`src/rtl/key_pkg.sv`:
```
// Shared definitions for the key conditioning front end.
//   key_state_t : per-key debounce FSM state
//   KEY_*       : bit positions of each command key within KEY / key_level
package key_pkg;

  typedef enum logic [1:0] {
    RELEASED     = 2'd0,
    PRESS_WAIT   = 2'd1,
    PRESSED      = 2'd2,
    RELEASE_WAIT = 2'd3
  } key_state_t;

  localparam int unsigned KEY_INC   = 0;
  localparam int unsigned KEY_DEC   = 1;
  localparam int unsigned KEY_START = 2;
  localparam int unsigned KEY_STOP  = 3;

endpackage

```
`src/rtl/key_debounce_ch.sv`:
```
// One key channel: 2-flop synchroniser, debounce FSM and qualification counter.
// Optional macro KEY_AUTOREPEAT_EN exposes the FSM state for the repeat logic.
//   clk, rst    : clock, asynchronous active-high reset
//   key_n       : raw key, active-low, asynchronous to clk
//   press_qual  : high during the cycle whose closing edge accepts a press
//   state       : current FSM state (only with KEY_AUTOREPEAT_EN)
//   level       : registered debounced level, 1 = pressed
module key_debounce_ch
  import key_pkg::*;
#(
  parameter int unsigned DEBOUNCE_CYCLES = 1000000
) (
  input  logic       clk,
  input  logic       rst,
  input  logic       key_n,
  output logic       press_qual,
`ifdef KEY_AUTOREPEAT_EN
  output key_state_t state,
`endif
  output logic       level
);

  localparam int unsigned CNT_W = $clog2(DEBOUNCE_CYCLES);
  localparam logic [CNT_W-1:0] CNT_LAST = CNT_W'(DEBOUNCE_CYCLES - 1);

  logic             s1, s2;
  key_state_t       state_q, state_d;
  logic [CNT_W-1:0] cnt_q, cnt_d;
  logic             level_d;

  // Synchroniser idles at 1 (released) so reset never looks like a press.
  always_ff @(posedge clk or posedge rst) begin
    if (rst) begin
      s1 <= 1'b1;
      s2 <= 1'b1;
    end else begin
      s1 <= key_n;
      s2 <= s1;
    end
  end

  always_ff @(posedge clk or posedge rst) begin
    if (rst) begin
      state_q <= RELEASED;
      cnt_q   <= '0;
      level   <= 1'b0;
    end else begin
      state_q <= state_d;
      cnt_q   <= cnt_d;
      level   <= level_d;
    end
  end

  always_comb begin
    state_d = state_q;
    cnt_d   = cnt_q;
    unique case (state_q)
      RELEASED: begin
        if (!s2) begin
          state_d = PRESS_WAIT;
          cnt_d   = '0;
        end
      end
      PRESS_WAIT: begin
        if (s2)                   state_d = RELEASED;
        else if (cnt_q == CNT_LAST) state_d = PRESSED;
        else                      cnt_d   = cnt_q + CNT_W'(1);
      end
      PRESSED: begin
        if (s2) begin
          state_d = RELEASE_WAIT;
          cnt_d   = '0;
        end
      end
      RELEASE_WAIT: begin
        if (!s2)                  state_d = PRESSED;
        else if (cnt_q == CNT_LAST) state_d = RELEASED;
        else                      cnt_d   = cnt_q + CNT_W'(1);
      end
      default: state_d = RELEASED;
    endcase
  end

  // level is registered from the next state so it moves on the same edge as the FSM.
  always_comb begin
    level_d    = (state_d == PRESSED) || (state_d == RELEASE_WAIT);
    press_qual = (state_q == PRESS_WAIT) && !s2 && (cnt_q == CNT_LAST);
  end

`ifdef KEY_AUTOREPEAT_EN
  assign state = state_q;
`endif

endmodule

```
`src/rtl/key_conditioner.sv`:
```
// Key front end: four debounced channels, command interlocks and registered
// single-cycle command pulses. Optional macro KEY_AUTOREPEAT_EN adds
// auto-repeat on the increase/decrease keys.
//   clk, rst      : clock, asynchronous active-high reset
//   KEY[3:0]      : raw keys, active-low ([0]=inc, [1]=dec, [2]=start, [3]=stop)
//   btn_*         : one-cycle active-high command pulses
//   key_level     : debounced level per key, 1 = pressed
module key_conditioner
  import key_pkg::*;
#(
  parameter int unsigned DEBOUNCE_CYCLES     = 1000000,
  parameter int unsigned REPEAT_DELAY_CYCLES = 25000000,
  parameter int unsigned REPEAT_RATE_CYCLES  = 5000000
) (
  input  logic       clk,
  input  logic       rst,
  input  logic [3:0] KEY,
  output logic       btn_increase,
  output logic       btn_decrease,
  output logic       btn_start,
  output logic       btn_stop,
  output logic [3:0] key_level
);

  logic [3:0] press_qual;
  logic [1:0] rep_fire;
  logic [3:0] qual;

`ifdef KEY_AUTOREPEAT_EN
  key_state_t ch_state [4];
`endif

  for (genvar i = 0; i < 4; i++) begin : g_ch
    key_debounce_ch #(
      .DEBOUNCE_CYCLES(DEBOUNCE_CYCLES)
    ) u_ch (
      .clk       (clk),
      .rst       (rst),
      .key_n     (KEY[i]),
      .press_qual(press_qual[i]),
`ifdef KEY_AUTOREPEAT_EN
      .state     (ch_state[i]),
`endif
      .level     (key_level[i])
    );
  end

`ifdef KEY_AUTOREPEAT_EN
  localparam int unsigned RPT_MAX = (REPEAT_DELAY_CYCLES > REPEAT_RATE_CYCLES) ?
                                    REPEAT_DELAY_CYCLES : REPEAT_RATE_CYCLES;
  localparam int unsigned RPT_W   = $clog2(RPT_MAX + 1);
  localparam logic [RPT_W-1:0] RPT_DELAY_LAST = RPT_W'(REPEAT_DELAY_CYCLES - 1);
  localparam logic [RPT_W-1:0] RPT_RATE_LAST  = RPT_W'(REPEAT_RATE_CYCLES - 1);

  logic [RPT_W-1:0] rcnt   [2];
  logic [1:0]       rfirst;

  for (genvar i = 0; i < 2; i++) begin : g_rpt
    // Counter starts at 0 on the edge that emits the initial pulse; the
    // first repeat uses the delay, later ones the rate.
    always_comb begin
      rep_fire[i] = (ch_state[i] == PRESSED) &&
                    (rcnt[i] == (rfirst[i] ? RPT_DELAY_LAST : RPT_RATE_LAST));
    end

    always_ff @(posedge clk or posedge rst) begin
      if (rst) begin
        rcnt[i]   <= '0;
        rfirst[i] <= 1'b1;
      end else if (ch_state[i] == PRESSED) begin
        if (rep_fire[i]) begin
          rcnt[i]   <= '0;
          rfirst[i] <= 1'b0;
        end else begin
          rcnt[i] <= rcnt[i] + RPT_W'(1);
        end
      end else if (ch_state[i] != RELEASE_WAIT) begin
        rcnt[i]   <= '0;
        rfirst[i] <= 1'b1;
      end
    end
  end
`else
  assign rep_fire = '0;
`endif

  always_comb begin
    qual            = press_qual;
    qual[KEY_INC]   = press_qual[KEY_INC] | rep_fire[KEY_INC];
    qual[KEY_DEC]   = press_qual[KEY_DEC] | rep_fire[KEY_DEC];
  end

  // Interlocks are resolved before the output flops so the pulse lands on the
  // same edge the channel accepts the press.
  always_ff @(posedge clk or posedge rst) begin
    if (rst) begin
      btn_increase <= 1'b0;
      btn_decrease <= 1'b0;
      btn_start    <= 1'b0;
      btn_stop     <= 1'b0;
    end else begin
      btn_increase <= qual[KEY_INC] & ~qual[KEY_DEC];
      btn_decrease <= qual[KEY_DEC] & ~qual[KEY_INC];
      btn_start    <= qual[KEY_START] & ~qual[KEY_STOP];
      btn_stop     <= qual[KEY_STOP];
    end
  end

endmodule

```
`config.mk`:
```
export PLATFORM = sky130hd
export DESIGN_NAME = key_conditioner
export DESIGN_NICKNAME = d
export VERILOG_FILES = /design/src/rtl/key_pkg.sv /design/src/rtl/key_debounce_ch.sv /design/src/rtl/key_conditioner.sv
export SDC_FILE = /design/constraint.sdc
export NUM_CORES = 1
export LEC_CHECK = 0
export CAP_MARGIN = 20
export CORE_MARGIN = 4
export CORE_UTILIZATION = 45
export CTS_BUF_LIST = sky130_fd_sc_hd__clkbuf_8
export CTS_CLUSTER_SIZE = 24
export DETAILED_ROUTE_END_ITERATION = 12
export GPL_ROUTABILITY_DRIVEN = 1
export SETUP_SLACK_MARGIN = 0.4
export SYNTH_ARGS = -nofsm -noshare
export SYNTH_HDL_FRONTEND = slang
export SYNTH_HIERARCHICAL = 1
export SYNTH_SLANG_ARGS = --single-unit
```
`constraint.sdc`:
```
create_clock -name clk -period 2.9 [get_ports clk]
set_clock_uncertainty 0.05 [all_clocks]
set_input_delay 0.435 -clock clk [delete_from_list [all_inputs] [get_ports clk]]
set_output_delay 0.435 -clock clk [all_outputs]
set_load 0.01 [all_outputs]
```
==> results of run 1 <==
[critical path, cell delays in order, from the launching register on]
cell and delay [ns]:
dfrtp_1 0.48, or4b_4 0.60, nor4_4 0.43, nand2_1 0.09
nor3_1 0.20, and2b_2 0.24
[layout make-up]
class,instances,share of cell area [%]
Clock inverter,7,1.39
Multi-Input combinational cell,439,47.5
Timing Repair Buffer,24,3.48
Clock buffer,9,2.03
Tap cell,168,3.44
Sequential cell,100,41.1
Inverter,17,1.04
[metal layers]
layer	global-route usage (%)	wire, um
met1	24.8	5700
met4	5.01	183
met2	27.2	5550
met5	0	0
met3	4.51	446
[placed cells by master, fill, tap and decap left out, types with 4 or more instances in the layout]
cell type and instances:
clkbuf_8 9, and3_2 4, buf_4 11, a21boi_0 4
or4_1 18, o31ai_1 14, dfstp_2 8, nor4_1 7
nand3_1 36, and2_1 8, and3_1 13, a31oi_1 10
o21ai_1 13, nand4b_1 10, a21oi_1 33, ha_1 4
o41ai_1 6, xor2_1 7, nor2_1 21, nand2_1 62
xnor2_1 6, dfrtp_1 92, mux2i_1 9, clkdlybuf4s50_1 13
nand4_1 26, nor3_1 7, o21ai_0 27, inv_1 18
nand2b_1 9, or3_1 10, o211ai_1 9, nor4_4 4
[timing repair]
| action | 4_1_cts | 5_1_grt |
|---|---|---|
| resized for setup | 0 | 1 |
| setup endpoints to repair | 0 | 1 |
| setup buffers | 0 | 0 |
| endpoints found under the hold margin | 0 | 0 |
[registers in the layout, indices dropped and copies added, names as in the netlist]
register,count
btn_decrease,1
btn_increase,1
btn_start,1
btn_stop,1
g_ch.u_ch/cnt_q,80
g_ch.u_ch/level,4
g_ch.u_ch/s1,4
g_ch.u_ch/s2,4
g_ch.u_ch/state_q,4
[final timing paths]
check | from | endpoint | cells after the start | slack, ns
worst max-delay path | g_ch[1].u_ch/cnt_q[6] | btn_increase | 5 | 0.70
worst min register to register | g_ch[0].u_ch/s1 | g_ch[0].u_ch/s2 | 0 | 0.31
min in group asynchronous | rst | btn_stop | 2 | 0.36
worst max register to register | g_ch[1].u_ch/cnt_q[6] | btn_increase | 5 | 0.70
max in group asynchronous | rst | g_ch[3].u_ch/s1 | 3 | 1.75
worst min-delay path | g_ch[0].u_ch/s1 | g_ch[0].u_ch/s2 | 0 | 0.31
[per-stage QoR]
stage	setup WS, ns	util (%)	hold WS, ns
2_1_floorplan	0.879	-	0.151
3_3_place_gp	0.728	48.7	0.296
3_5_place_dp	0.647	48.7	0.297
4_1_cts	0.626	50.4	0.312
5_1_grt	0.538	50.4	0.316
6_report	0.704	50.4	0.310
[cells by family after synthesis]
family | count (synthesis) | share of synthesized area [%]
AOI/OAI and AO/OA | 133 | 15.2
and+or+nand+nor | 274 | 30.5
xor gates and xnor gates | 16 | 2.77
adders and majority gates | 4 | 0.895
buffers and inverters | 39 | 3.31
DFF | 100 | 44.9
muxes | 12 | 2.42
[power groups by stage]
stage               combinational (mW)  clock (mW)  sequential (mW)
global placement                 0.198           0             1.52
CTS                              0.202        1.00             1.50
floorplan                        0.151           0             1.50
finish                           0.198       0.950             1.50
detailed placement               0.201           0             1.52
global route                     0.229        1.07             1.51
==> impl_results.md, run 1 <==
- Outcome: complete, no violations
- DRT Pass-1 Iters: 5
- Die Width: approximately 120 um
- Vias in the first global route: 4,105
- Fin area: roughly 6100 um2
- CTS buffer count: 9
- Layout Nets: 601
- Max Clk Rate: ~460 MHz
- Min cycle time layout: around 2.2 ns
- Synth Flop Type: dfrtp_1
- GRT Total Usage: between 10% and 20%
- Top Ports: 14
- Switch share: between 20% and 30%
- Sequential share of power: a little under three fifths
- Syn nets: just under 600
- #FFs+latches synth: 100
- CTS Sinks: 100
- Vert. Die Dim: around 120 um
- Maxcap violations: 0
- Tcrit/Tclk final: approximately 76%
- Clock Tree Buf Depth: 2
- Clock Power Share: between 30% and 40%
- Global-route wire length before repair: around 21 mm
- Latest clock arrival within the worst-skew pair: 0.38 ns
- Critical path endpoint category: register
- Non-filler cells, final: 764
- Placed cells: 748
- GP Congestion: between 0.8 and 0.9
- CTS tree: yes
- # fillers: between 1,000 and 1,500
- NetSw: approximately 0.65 mW
- Synth Instances: 578
- Top post-synthesis cells by count: dfrtp_1 (92), nand2_1 (62), nand3_1 (36)
- Internal power: 1.99 mW
- Multi-input gate area: between 2000 and 3000 um2
- Synth cell types: 63
- Layout cell share with drive strength beyond 1: between 10% and 20%
- Starting density of the core: 46.2%
- Gate power share: between 7 and 8%
- Dpl hpwl: between 8 and 9 mm
- Async S/R FF share, synth: 100%
- Hold Path Class: register to register
- Final Hold Viols: 0
- Syn_area_per_cell: slightly below 10 um2
- Die footprint: 14,300 um2
- ANT nets after route: 0
- Wire per inst: between 15 and 20 um
- Worst Tran Pin Value: about 0.62 ns
- Yosys top cell area share: 41.2%
- WP data required: ~3.1 ns
- Vias per cell: 5.94
- N_diodes: 0
- Final setup fails: 0
- Post-synth EDFFs: 0
- Crit start category: register
- Main area contributors after synthesis: dfrtp_1 (41%), nand2_1 (4.2%), dfstp_2 (3.8%), nand3_1 (3.2%), a21oi_1 (3.0%)
- Slew Limit Fails: 0
- CTS root buffer: clkbuf_8
- GRT overflow: 0
- Flip-flop and latch area: between 2000 and 3000 um2
- Port bufs: 13
- Total Power: between 2 and 3 mW
- Yosys top cell by area: dfrtp_1
- Critical path class: register to register
- Initial antenna violation count: 0
- Maximum VDD drop: about 0.00030 V
- Placed Area: between 5000 and 6000 um2
- Crit-path max FO: 10
- Synthesized area: 5590 um2
- Initial drt markers: ~350
- Reg clk slew, reported paths: roughly 0.09 ns
- Rows: 40
- Rel. slew slack: roughly 58%
- Largest net degree at the start of global routing: 25
- Synthesis Warnings: 6
- Total number of vias: 4,541
- CTS H-tree depth: 3
- DRC viols: 0
- Routed WL: approximately 12 mm
- LEAKAGE: approximately 2.5 nW
- Cell Pwr Density: 433 nW/um2
- TNS Setup: 0 ns
- Core area: around 12,000 um2
- Most numerous cell in the Yosys netlist: dfrtp_1
- Area delta synth->final: 9.26%
- Post-synthesis sequential area ratio: between 40% and 50%
- RSZ-0062 raised after global routing: no
- Worst EP arrival: 2.41 ns
- Cts hold-fix bufs: 0
(Power assumes the default switching activity.)
==> inputs of run 2 (changes only) <==
==> constraint.sdc (replaced) <==
create_clock -name clk -period 1.9 [get_ports clk]
set_clock_uncertainty 0.05 [all_clocks]
set_input_delay 0.285 -clock clk [delete_from_list [all_inputs] [get_ports clk]]
set_output_delay 0.285 -clock clk [all_outputs]
set_load 0.01 [all_outputs]
==> run 2 against run 1 <==
Compared with the run above:
- the flow now finishes with violations (negative setup slack)
- flip-flop and latch count unchanged
- final cell count is 21% higher
- clock power up 61%
- die area did not move
- via count rose by 21%
- total power grew 65%
- first-iteration DRC count is 58% higher
- highest routed layer unchanged
==> impl_results.md, run 2 (synthesized netlist as in run 1, its figures left out) <==
- Outcome: finished with violations (was complete, no violations)
- Violated checks: negative setup slack
- Largest net degree at the start of global routing: 25 (unchanged)
- Reg with most FFs: g_ch.u_ch/cnt_q (unchanged)
- Rows: 40 (unchanged)
- Starting density of the core: 46.2% (unchanged)
- Total Power: 4.37 mW (was 2.65 mW)
- Area delta synth->final: 52.0% (was 9.26%)
- CTS tree: yes (unchanged)
- Final Hold Viols: 0 (unchanged)
- Placed cells: 825 (was 748)
- Crit start category: register (unchanged)
- LEAKAGE: 3.63 nW (was 2.49 nW)
- CTS Sinks: 100 (unchanged)
- Crit-path cells: or4bb_4, nor4_4, buf_4, a21oi_4, mux2_4 (was or4b_4, nor4_4, nand2_1, nor3_1, and2b_2)
- Most frequent cells in the layout: buf_4 (103), dfrtp_1 (81), buf_6 (68), nand2_1 (50), nand4_1 (26) (was dfrtp_1 (92), nand2_1 (62), nand3_1 (36), a21oi_1 (33), o21ai_0 (27))
- Crit-path max FO: 3 (was 10)
- Latest clock arrival within the worst-skew pair: 0.39 ns (was 0.38 ns)
- Die Width: 119 um (unchanged)
- Die footprint: 14,300 um2 (unchanged)
- Routed WL: 16.5 mm (was 11.9 mm)
- Global-route wire length before repair: 25.8 mm (was 20.9 mm)
- GRT Total Usage: 22.0% (was 17.7%)
- Cell Pwr Density: 514 nW/um2 (was 433 nW/um2)
- Met2 GRT Util: 37.5% (was 27.2%)
- Max Clk Rate: 502 MHz (was 455 MHz)
- Maximum VDD drop: 0.000583 V (was 0.000303 V)
- Dpl hpwl: 9.83 mm (was 8.39 mm)
- Maxcap violations: 0 (unchanged)
- Util after Layout: 70.2% (was 50.4%)
- Worst Tran Pin Value: 0.417 ns (was 0.619 ns)
- Initial drt markers: 549 (was 347)
- Reg clk slew, reported paths: 0.10 ns (was 0.09 ns)
- Crit path largest cell delay: 0.57 ns (was 0.60 ns)
- CTS H-tree depth: 3 (unchanged)
- Critical-path top delay cell: or4bb_4 (was or4b_4)
- WP data required: 2.13 ns (was 3.11 ns)
- Wire per inst: 17.8 um (was 15.5 um)
- Critical path endpoint category: register (unchanged)
- Initial antenna violation count: 0 (unchanged)
- Vert. Die Dim: 119 um (unchanged)
- GRT overflow: 0 (unchanged)
- Top Ports: 14 (unchanged)
- Port bufs: 13 (unchanged)
- Commonest non-fill, non-tap cell in the layout: buf_4 (was dfrtp_1)
- Rel. slew slack: 72.1% (was 58.4%)
- Clock Tree Buf Depth: 2 (unchanged)
- Register-to-Register Setup Slack: -0.09 ns (was 0.70 ns)
- Worst EP arrival: 2.22 ns (was 2.41 ns)
- WHS: 0.209 ns (was 0.310 ns)
- Final setup fails: 13 (was 0)
- Tcrit/Tclk final: 105% (was 75.7%)
- GP Congestion: 0.858 (was 0.842)
- ANT nets after route: 0 (unchanged)
- Layout cell share with drive strength beyond 1: 50.3% (was 12.9%)
- Largest register FFs: 80 (unchanged)
- Critical path class: register to register (unchanged)
- DRT Pass-1 Iters: 7 (was 5)
- Non-filler cells, final: 926 (was 764)
- Met3 Use GR: 4.70% (was 4.51%)
- Hold Path Class: input port to async pin (was register to register)
- Slew Limit Fails: 0 (unchanged)
- CTS root buffer: clkbuf_8 (unchanged)
- # fillers: 899 (was 1,123)
- RSZ-0062 raised after global routing: yes (was no)
- Core area: 12,100 um2 (unchanged)
- DRC viols: 0 (unchanged)
- Min cycle time layout: 1.99 ns (was 2.20 ns)
- Cts hold-fix bufs: 0 (unchanged)
- CTS buffer count: 9 (unchanged)
- Setup slack at placement: -0.0935 ns (was 0.647 ns)
- Total number of vias: 5,493 (was 4,541)
- N_diodes: 0 (unchanged)
- Vias in the first global route: 5,410 (was 4,105)
- Met1 Use GR: 28.7% (was 24.8%)
- GRT Max-Usage Layer: met2 (unchanged)
- Final WS setup: -0.0910 ns (was 0.704 ns)
- Layout Nets: 763 (was 601)
- Vias per cell: 5.93 (was 5.94)
## run 2: cell count changes in the layout (fill, tap and decap cells not counted), sizes merged
cell           change
buf              +165
clkbuf             +1
inv                -2
dlygate4sd2        +4
clkdlybuf4s50      -8
clkinv             -2
clkinvlp           +4
## run 2: power by group
part	internal, mW	leakage [nW]	switching (mW)	total, mW
clock	0.737	0.0989	0.794	1.53
combinational	0.261	2.20	0.307	0.568
sequential	2.20	1.33	0.0718	2.27
total	3.20	3.63	1.17	4.37
## run 2: layout make-up
class                           count  area (um2)  area share [%]
Multi-Input combinational cell    439        3790            44.6
Sequential cell                   100        2530            29.7
Timing Repair Buffer              186        1690            19.9
Tap cell                          168         210            2.47
Clock buffer                        9         124            1.46
Clock inverter                      7        93.8            1.10
Inverter                           17        67.6           0.795
## run 2: path summary, 6_finish.rpt
| path | start | endpoint | cells after the start |
|---|---|---|---|
| max in group asynchronous | rst | g_ch[0].u_ch/s2 | 3 |
| worst max-delay path | g_ch[1].u_ch/cnt_q[11] | g_ch[1].u_ch/cnt_q[0] | 5 |
| worst min-delay path | rst | btn_decrease | 2 |
| min in group clk | KEY[1] | g_ch[1].u_ch/s1 | 1 |
| worst min register to register | g_ch[1].u_ch/s1 | g_ch[1].u_ch/s2 | 0 |
| worst max register to register | g_ch[1].u_ch/cnt_q[11] | g_ch[1].u_ch/cnt_q[0] | 5 |
## run 2: per-stage QoR
stage	area [um2]	setup TNS [ns]
6_report	8500	-0.384
3_3_place_gp	6620	-0.0808
4_1_cts	7740	-0.236
2_1_floorplan	5770	-0.204
3_5_place_dp	6620	-0.508
5_1_grt	8500	-1.70
## run 2: layer usage
metal  part of all wire, %  vias to the layer above
li1                      -                     2549
met1                    44                     2781
met2                    51                      135
met3                   3.6                       28
met4                   2.0                        0
met5                     0                        -
## run 2: repair_timing
action | in CTS | in global routing
pin swaps | 70 | 66
buffers inserted | 49 | 35
endpoints found under the setup margin | 91 | 94
gates resized for setup | 155 | 120
cloned | 0 | 1
## run 2: critical path: cells and delay by family, from the launching register on
kind / cells / cell delay (ns)
AO/OA/AOI/OAI: 1 / 0.06
buffers and inverters: 1 / 0.20
flip-flops: 1 / 0.39
multiplexers: 1 / 0.29
AND/OR/NAND/NOR: 2 / 0.89
==> inputs of run 3 (changes only) <==
--- a/config.mk
+++ b/config.mk
@@ -6,6 +6,7 @@
 export NUM_CORES = 1
 export LEC_CHECK = 0
 export CAP_MARGIN = 20
+export CORE_ASPECT_RATIO = 1.5
 export CORE_MARGIN = 4
 export CORE_UTILIZATION = 45
 export CTS_BUF_LIST = sky130_fd_sc_hd__clkbuf_8
==> constraint.sdc (replaced) <==
create_clock -name clk -period 1.7 [get_ports clk]
set_clock_uncertainty 0.05 [all_clocks]
set_input_delay 0.255 -clock clk [delete_from_list [all_inputs] [get_ports clk]]
set_output_delay 0.255 -clock clk [all_outputs]
set_load 0.01 [all_outputs]
==> run 3 against run 2 <==
Compared with the run above:
- non-clock buffer count grew 42
- the run still ends with negative setup slack left
- worst hold slack lost 0.054 ns
- sequential power grew 12%
- design area grew 2.2%
- core utilization grew 1.8 points
- sequential share of layout area shrank 0.67 points
- global-route usage grew 2.2 points
- highest routed layer unchanged
- combinational power grew 22%
- final cell count grew 2.9%
- die area grew 0.26%
- largest power group unchanged
- flip-flop and latch count is the same
- critical path depth is the same
==> impl_results.md, run 3 (synthesized netlist as in run 1, its figures left out) <==
- Cts hold-fix bufs: 0 (unchanged)
- Non-filler cells, final: 953 (was 926)
- Vias in the first global route: 5,884 (was 5,410)
- Worst EP arrival: 2.23 ns (was 2.22 ns)
- Reg clk slew, reported paths: 0.10 ns (about the same)
- Latest clock arrival within the worst-skew pair: 0.38 ns (was 0.39 ns)
- Port bufs: 13 (unchanged)
- NetSw: 1.27 mW (was 1.17 mW)
- Slew Limit Fails: 0 (unchanged)
- CTS H-tree depth: 3 (unchanged)
- Core area: 12,100 um2 (about the same)
- GRT Total Usage: 24.3% (was 22.0%)
- Min cycle time layout: 2.01 ns (was 1.99 ns)
- Hold Path Class: input port to async pin (unchanged)
- Routed WL: 17.7 mm (was 16.5 mm)
- Area delta synth->final: 55.4% (was 52.0%)
- Crit path largest cell delay: 0.60 ns (was 0.57 ns)
- RR Startpoint: g_ch[2].u_ch/cnt_q[10] (was g_ch[1].u_ch/cnt_q[11])
- Dpl hpwl: 10.9 mm (was 9.83 mm)
- Outcome: finished with violations (unchanged)
- Largest register FFs: 80 (unchanged)
- Die Width: 99.0 um (was 119 um)
- Max Clk Rate: 496 MHz (was 502 MHz)
- Worst-case reg-to-reg path depth: 5 (unchanged)
- Placed Area: 7090 um2 (was 6620 um2)
- Tcrit/Tclk final: 119% (was 105%)
- Critical path class: register to register (unchanged)
- Register-to-Register Setup Slack: -0.31 ns (was -0.09 ns)
- Top Ports: 14 (unchanged)
- Placed cells: 867 (was 825)
- Global-route wire length before repair: 28.2 mm (was 25.8 mm)
- ANT nets after route: 0 (unchanged)
- Crit-path max FO: 2 (was 3)
- Fin area: 8690 um2 (was 8500 um2)
- WHS: 0.155 ns (was 0.209 ns)
- Final setup fails: 60 (was 13)
- Layout cell share with drive strength beyond 1: 50.2% (was 50.3%)
- Starting density of the core: 46.3% (was 46.2%)
- Clock Tree Buf Depth: 2 (unchanged)
- Reg with most FFs: g_ch.u_ch/cnt_q (unchanged)
- Gate power share: 14.5% (was 13.0%)
- Switch share: 26.5% (was 26.8%)
- Rows: 49 (was 40)
- Internal power: 3.51 mW (was 3.20 mW)
- Initial antenna violation count: 0 (unchanged)
- Rel. slew slack: 67.4% (was 72.1%)
- Violated checks: negative setup slack (unchanged)
- CP top delay family: simple AND/OR/NAND/NOR gates (unchanged)
- CTS root buffer: clkbuf_8 (unchanged)
- Total number of vias: 5,748 (was 5,493)
- Wire per inst: 18.6 um (was 17.8 um)
- Maximum VDD drop: 0.000429 V (was 0.000583 V)
- WP buf/inv: 1 (unchanged)
- Crit start category: register (unchanged)
- Cell Pwr Density: 550 nW/um2 (was 514 nW/um2)
- Critical-path top delay cell: or4b_4 (was or4bb_4)
- Largest net degree at the start of global routing: 25 (unchanged)
- Critical path endpoint category: register (unchanged)
- Commonest non-fill, non-tap cell in the layout: buf_4 (unchanged)
- Sequential share of power: 53.1% (was 52.0%)
- Vert. Die Dim: 145 um (was 119 um)
- Die footprint: 14,300 um2 (about the same)
- Worst Tran Pin Value: 0.488 ns (was 0.417 ns)
- Most frequent cells in the layout: buf_4 (142), dfrtp_1 (83), buf_6 (71), nand2_1 (48), nand3_1 (28) (was buf_4 (103), dfrtp_1 (81), buf_6 (68), nand2_1 (50), nand4_1 (26))
- Worst reg2reg endpoint: g_ch[2].u_ch/cnt_q[0] (was g_ch[1].u_ch/cnt_q[0])
- Final WS setup: -0.315 ns (was -0.0910 ns)
- Critical path origin: g_ch[2].u_ch/cnt_q[10] (was g_ch[1].u_ch/cnt_q[11])
- DRT Pass-1 Iters: 5 (was 7)
- Crit-path cells: or4b_4, nor4_4, buf_4, a21oi_4, mux2_4 (was or4bb_4, nor4_4, buf_4, a21oi_4, mux2_4)
- Clock Power Share: 32.4% (was 35.0%)
- Initial drt markers: 237 (was 549)
- Layout Nets: 805 (was 763)
- DRC viols: 0 (unchanged)
- Util after Layout: 71.9% (was 70.2%)
- GP Congestion: 0.871 (was 0.858)
- CTS Sinks: 100 (unchanged)
- GRT overflow: 0 (unchanged)
- Setup slack at placement: -0.308 ns (was -0.0935 ns)
- LEAKAGE: 3.79 nW (was 3.63 nW)
- Maxcap violations: 0 (unchanged)
- RSZ-0062 raised after global routing: yes (unchanged)
- WP data required: 1.92 ns (was 2.13 ns)
- Final Hold Viols: 0 (unchanged)
- N_diodes: 0 (unchanged)
- Vias per cell: 6.03 (was 5.93)
- CTS tree: yes (unchanged)
- CTS buffer count: 9 (unchanged)
## run 3: changes by cell type in the layout (fill, tap and decap cells not counted), sizes merged
| cell | before | now |
|---|---|---|
| buf | 176 | 222 |
| clkbuf | 10 | 11 |
| clkinvlp | 5 | 1 |
| dlygate4sd2 | 4 | 0 |
| inv | 17 | 20 |
| bufinv | 2 | 1 |
| clkinv | 0 | 1 |
## run 3: worst max-delay path by stage
stage               slack, ns                     end  cells past startpoint
finish                  -0.31   g_ch[2].u_ch/cnt_q[0]                      5
global route            -0.37   g_ch[0].u_ch/cnt_q[0]                      4
CTS                     -0.26  g_ch[2].u_ch/cnt_q[12]                      5
detailed placement      -0.31               btn_start                      5
global placement        -0.28               btn_start                      5
floorplan               -0.26            btn_increase                      5
## run 3: area by class of cell
class                   instances  area, um2
multi-input cells             439       3690
inverters                      17       63.8
flip-flops and latches        100       2520
fillers                       827       3390
clock buffers                  10        138
repair buffers                228       2020
clock inverters                 6       57.6
well taps                     153        191
## run 3: repair_timing
item | 4_1_cts | 5_1_grt
pin swaps | 64 | 71
gates resized for setup | 170 | 86
endpoints found under the hold margin | 0 | 0
setup endpoints to repair | 100 | 99
buffers inserted | 40 | 30
## run 3: through the flow
stage          TNS, ns  total power [mW]
6_report         -8.63              4.78
5_1_grt         -12.97              4.98
4_1_cts          -6.51              4.74
3_5_place_dp     -6.07              3.07
3_3_place_gp     -4.72              3.06
2_1_floorplan    -3.12              2.85
## run 3: layer usage
| metal | vias up | GRT usage [%] | part of all wire (%) |
|---|---|---|---|
| met3 | 53 | 3.43 | 3.0 |
| met1 | 2889 | 26.9 | 38 |
| li1 | 2632 | - | - |
| met2 | 174 | 45.7 | 56 |
| met5 | - | 0 | 0 |
| met4 | 0 | 10.8 | 3.3 |
## run 3: power groups by stage
stage | Combinational (mW) | Sequential [mW] | Clock, mW
2_1_floorplan | 0.278 | 2.57 | 0
3_3_place_gp | 0.496 | 2.56 | 0
3_5_place_dp | 0.507 | 2.57 | 0
4_1_cts | 0.617 | 2.53 | 1.59
5_1_grt | 0.750 | 2.55 | 1.68
6_report | 0.692 | 2.54 | 1.55
